<file path="src/rtl/sync_debounce.sv">
// Input conditioner: per-channel multi-stage synchronizer followed by an
// optional debounce counter, producing clean levels plus rise/fall pulses.
module sync_debounce #(
  parameter int WIDTH       = 10,
  parameter int STAGES      = 2,
  parameter int DB_CYCLES   = 4,
  parameter bit DEBOUNCE_EN = 1'b1
) (
  input  logic             clk,
  input  logic             reset_n,
  input  logic [WIDTH-1:0] async_in,
  output logic [WIDTH-1:0] sync_out,
  output logic [WIDTH-1:0] stable_out,
  output logic [WIDTH-1:0] rise,
  output logic [WIDTH-1:0] fall
);

  // With debounce disabled the channel accepts a new level after one cycle.
  localparam int EFF_CYCLES = DEBOUNCE_EN ? DB_CYCLES : 1;
  localparam int CW         = $clog2(EFF_CYCLES + 1);
  localparam logic [CW-1:0] LAST = CW'(EFF_CYCLES - 1);

  logic [WIDTH-1:0] sync_reg [STAGES];

  always_ff @(posedge clk or negedge reset_n) begin
    if (!reset_n) begin
      for (int s = 0; s < STAGES; s++) begin
        sync_reg[s] <= '0;
      end
    end else begin
      sync_reg[0] <= async_in;
      for (int s = 1; s < STAGES; s++) begin
        sync_reg[s] <= sync_reg[s-1];
      end
    end
  end

  assign sync_out = sync_reg[STAGES-1];

  genvar gi;
  generate
    for (gi = 0; gi < WIDTH; gi++) begin : g_chan
      logic [CW-1:0] cnt_reg, cnt_next;
      logic          stable_reg, stable_next;
      logic          rise_reg, rise_next;
      logic          fall_reg, fall_next;

      // A mismatch must persist for EFF_CYCLES evaluations before acceptance;
      // any return to equality discards the partial count.
      always_comb begin
        cnt_next    = cnt_reg;
        stable_next = stable_reg;
        rise_next   = 1'b0;
        fall_next   = 1'b0;
        if (sync_out[gi] == stable_reg) begin
          cnt_next = '0;
        end else if (cnt_reg == LAST) begin
          cnt_next    = '0;
          stable_next = sync_out[gi];
          rise_next   = sync_out[gi];
          fall_next   = ~sync_out[gi];
        end else begin
          cnt_next = cnt_reg + CW'(1);
        end
      end

      always_ff @(posedge clk or negedge reset_n) begin
        if (!reset_n) begin
          cnt_reg    <= '0;
          stable_reg <= 1'b0;
          rise_reg   <= 1'b0;
          fall_reg   <= 1'b0;
        end else begin
          cnt_reg    <= cnt_next;
          stable_reg <= stable_next;
          rise_reg   <= rise_next;
          fall_reg   <= fall_next;
        end
      end

      assign stable_out[gi] = stable_reg;
      assign rise[gi]       = rise_reg;
      assign fall[gi]       = fall_reg;
    end
  endgenerate

endmodule

</file>
<file path="config.mk">
export PLATFORM = sky130hd
export DESIGN_NAME = sync_debounce
export DESIGN_NICKNAME = d
export VERILOG_FILES = /design/src/rtl/sync_debounce.sv
export SDC_FILE = /design/constraint.sdc
export NUM_CORES = 1
export LEC_CHECK = 0
export CAP_MARGIN = 20
export CORE_ASPECT_RATIO = 0.75
export CORE_MARGIN = 1.5
export CORE_UTILIZATION = 48
export CTS_CLUSTER_DIAMETER = 100
export DETAILED_ROUTE_END_ITERATION = 7
export MAX_ROUTING_LAYER = met4
export PLACE_DENSITY = 0.77
export SLEW_MARGIN = 20
export SYNTH_ARGS = -nofsm -noshare
export SYNTH_HDL_FRONTEND = slang
export SYNTH_SLANG_ARGS = --single-unit
</file>
<file path="constraint.sdc">
create_clock -name clk -period 3.5 [get_ports clk]
set_input_delay 0.525 -clock clk [delete_from_list [all_inputs] [get_ports clk]]
set_output_delay 0.525 -clock clk [all_outputs]
set_load 0.03 [all_outputs]
</file>
Yosys cells after proc, flatten, opt, wreduce, memory -nomap -nowiden:

Cells that the tools add are included.

* $add $sub $neg: 10
* bitwise operators: 20
* eq/ne operators: 20
* reduce and logical (&&, ||, !) cells: 10
* mux-type cells: 60

Operators by type and width (number)
* $mux W3: 20
* $mux W1: 40
* $add A3 B1 Y3 const B: 10
* $eq A3 B2 Y1 const B: 10
* $not A1 Y1: 20
* $reduce_and A2 Y1: 10
* $eq A1 B1 Y1: 10

* input bits: 12
* output and inout bits: 40
* word-level logic and storage cells: 162
* flip-flop bits (word level): 80

Depth between registers and ports, before layout:

* depth after elaboration: 3
* depth in mapped cells: 3
* depth with buffers taken out: 3

Least setup slack after synthesis:

No wires, ideal clock.

* path kind: register to register
* from: register g_chan[0].cnt_reg[0]
* to: register g_chan[0].stable_reg
* arrival time: 991 ps
* path slack: 2384 ps
* setup time: 125 ps
* period minus slack after synthesis: 1116 ps
* stages on the path, launching flop included: 4
* path through: dfrtp_1 ha_1 nand2b_4 mux2_2

* longest elaborated chain between the ends: 2

RTL lines
* from (decl): line 43 `logic [CW-1:0] cnt_reg, cnt_next;`
* from (signal assigned): line 74 `cnt_reg <= cnt_next;`
* $eq A3 B2 Y1: line 57 `end else if (cnt_reg == LAST) begin`
* $reduce_and A2 Y1 (no line)
* to (signal assigned): line 75 `stable_reg <= stable_next;`
* to (decl): line 44 `logic stable_reg, stable_next;`

Every way passes these cells.
A chain may end at the register's enable or synchronous reset.

Worst setup path after layout:

* from: register sync_reg (netlist bit sync_out[9])
* to: output port sync_out[9]

RTL lines
* from (decl): line 23 `logic [WIDTH-1:0] sync_reg [STAGES];`
* from (signal, indexed assignment): line 33 `sync_reg[s] <= sync_reg[s-1];`
* to (decl): line 12 `output logic [WIDTH-1:0] sync_out,`

No word-level cell between the ends.

==> parameters.txt <==
Parameter                              Value

Status
  Outcome ... finished clean

Detailed routing
  Total vias in the final route ... 1480
  Post-DRT Antenna Nets ... 0
  Vias per Instance ... roughly 4.7
  Final WL ... approximately 4000 µm
  Drt first pass iters ... 3
  Routed wire per std cell ... roughly 13 µm
  DRT iter0 DRCs ... slightly above 40
  Post-route DRC violation count ... 0

Setup path
  Element type at the critical path end ... output port
  Worst-path fanout max ... 5
  Cell chain of the critical path ... clkdlybuf4s50_1
  Cell with the largest stage delay on the worst path ... clkdlybuf4s50_1
  Category of the worst setup path launch point ... register
  Required arrival time at the worst endpoint ... roughly 3 ns
  CP max stage delay ... roughly 0.73 ns
  WP data arrival ... 1.47 ns
  Kind of cell adding the most delay to the critical path ... buffers and inverters
  Cell count of the worst reg-to-reg path ... 3
  Register-to-register path setup slack ... 2.32 ns
  Number of buffers and inverters on the critical path ... 1
  Crit Path Class ... register to output port
  R2R Path End ... g_chan[4].stable_reg
  Worst r2r src ... g_chan[4].cnt_reg[0]

Logic synthesis
  Gate count of the mapped netlist ... 210
  Number of warnings reported in the yosys synthesis log ... 0
  Cell area after synthesis ... 3146 µm²
  Mean post-synth cell area ... 14.98 µm²
  Nets in the synthesized netlist ... 232
  Sequential share of the synthesized area ... 0.6364
  Count of different cell masters after synthesis ... 11
  Synth Register Bits ... 80

Power and ir drop
  Switching power as a share of total power ... 0.3032
  Maximum VDD drop ... roughly 0.41 mV
  Cell-internal power ... around 1.8 mW
  Clock network power share ... 0.245
  Net switching component of the power ... 0.7909 mW
  Sequential fraction of design power ... 0.472
  Combinational group share of total power ... 0.283
  Leakage power summed over all cells ... about 1.6 nW
  Power density normalized to cell area ... ~720 nW/µm²

Floorplan
  Placeable core region ... around 6300 µm²
  Width of the die ... between 90 and 100 µm
  Boundary pin count ... 52
  Std-Cell Rows ... 25
  Y dimension of the die ... 73.11 µm
  Initial core utilization ... 0.4978
  Area of the die ... between 7000 and 8000 µm²

Timing
  Portion of the clock cycle consumed by the worst path in the final layout ... 0.5708
  Final setup violation count ... 0
  Worst-case clock skew ... between 0.007 and 0.008 ns
  Final count of hold timing violations ... 0
  Post-route minimum period ... ~2 ns
  Relative max-transition margin ... 0.3735
  Max-slew violation count ... 0
  Unrepaired setup endpoints after global routing ... false
  Worst hold-check slack ... around 0.34 ns
  Transition time at the pin with the least slew margin ... around 0.94 ns
  Maximum clock rate ... 500.5 MHz
  Accumulated negative setup slack ... 0 ns

Global routing
  Layer with the highest usage ... met2
  Number of antenna violations at the first check in global routing ... 0
  Number of global-route vias before repair ... 1539
  Met2 demand-to-capacity share in global routing ... 0.1981
  Total routing resource utilization after global routing ... 0.1386
  Global routing met1 resource utilization ... 0.1684
  GRT Residual Overflow ... 0
  Global-route wire length before repair ... around 7000 µm
  Maximum number of pins on one net before global-route repair ... slightly above 80
  Met3 track demand over resource ... 0.06875

Place
  Detailed Place HPWL ... 2683 µm
  Final weighted congestion in routability-driven placement ... around 0.66
  Buffers on Ports ... 51
  Cell Count Post-Placement ... between 300 and 400

Clocking
  Num Clock Sinks ... 80
  Cell at the root of the clock tree ... clkbuf_8
  Clock tree from TritonCTS ... done
  TritonCTS buffer count ... 9
  Clock transition at the registers of the reported paths ... around 0.07 ns
  Number of buffers inserted by post-CTS setup repair ... 0
  Number of cells upsized or downsized after cts ... 0
  Skew-Pair Late Insertion Delay ... 0.34 ns
  Deepest clock path buffer count ... 2
  Clock H-tree levels ... 3
  Count of hold-fix buffers inserted at cts ... 0

Cells and area
  Layout cell share with drive strength beyond 1 ... 0.1441
  Diode count ... 0
  Number of flip-flops in the largest register ... 30
  Layout fillers ... between 500 and 600
  Area Overhead vs Synth ... 15.79%
  Finished Layout Cells ... about 320
  Nets@finish ... 254

Worst hold path
  Hold Crit Class ... input pin to asynchronous set/reset pin

Job
  Total of max-cap violations ... 0
==> per-stage QoR <==
step	cell area, µm²	setup WS [ns]	utilization	total power, mW
final	3642	1.502	0.5764	2.608
after global routing	3642	1.426	0.5764	2.781
after CTS	3642	1.468	0.5764	2.654
after detailed placement	3455	1.859	0.5467	2.001
after global placement	3455	1.858	0.5467	1.970
after floorplan	3146	2.384	-	1.838
==> cell families after synthesis <==
group / after synthesis / synth area share
buffers and inverters: 40 / 0.09547
adders and majority gates: 10 / 0.03978
xor gates and xnor gates: 10 / 0.02784
and+or+nand+nor: 60 / 0.1647
DFF: 80 / 0.6364
muxes: 10 / 0.03580
==> synth_stat cells <==
cell type,instances,area [µm²]
nor3_1,3,15.01
ha_1,10,125.1
dfrtp_1,80,2002
nand2b_4,7,96.34
mux2_2,10,112.6
xnor2_1,10,87.58
nor2b_4,3,41.29
nor2b_1,3,18.77
buf_4,40,300.3
and3b_1,13,113.9
nor3b_1,31,232.7
==> layout make-up <==
type / instances / area (µm²) / area share
Timing Repair Buffer: 51 / 508.0 / 0.1395
Sequential cell: 80 / 2002 / 0.5496
Multi-Input combinational cell: 90 / 843.3 / 0.2315
Clock buffer: 12 / 145.1 / 0.03985
Tap cell: 81 / 101.3 / 0.02783
Clock inverter: 3 / 42.54 / 0.01168
==> power groups by stage <==
| stage | Clock, mW | Combinational (mW) | Sequential (mW) |
|---|---|---|---|
| 6_report | 0.638 | 0.739 | 1.23 |
| 3_5_place_dp | 0 | 0.750 | 1.25 |
| 2_1_floorplan | 0 | 0.620 | 1.22 |
| 5_1_grt | 0.706 | 0.813 | 1.26 |
| 3_3_place_gp | 0 | 0.727 | 1.24 |
| 4_1_cts | 0.669 | 0.752 | 1.23 |
==> per-layer routing <==
layer	part of all wire	up-vias
met2	0.44	45
met4	0.013	0
li1	-	714
met5	0	-
met1	0.47	715
met3	0.069	6
==> placed cells by master, fill, tap and decap left out, drive strengths merged <==
cell | netlist | layout
ha | 10 | 10
and3b | 13 | 13
clkdlybuf4s50 | 0 | 50
mux2 | 10 | 10
nor2b | 6 | 6
clkbuf | 0 | 12
clkinv | 0 | 1
nand2b | 7 | 7
nor3b | 31 | 31
bufinv | 0 | 1
dfrtp | 80 | 80
xnor2 | 10 | 10
nor3 | 3 | 3
buf | 40 | 1
clkinvlp | 0 | 1
==> how the worst max path moves through the flow <==
stage	from	to	slack, ns	cells past startpoint
floorplan	g_chan[0].cnt_reg[0]	g_chan[0].stable_reg	2.38	3
global placement	sync_out[9]	sync_out[9]	1.86	1
detailed placement	sync_out[9]	sync_out[9]	1.86	1
CTS	sync_out[9]	sync_out[9]	1.47	1
global route	sync_out[9]	sync_out[9]	1.43	1
finish	sync_out[9]	sync_out[9]	1.50	1
(Power assumes the default switching activity.)
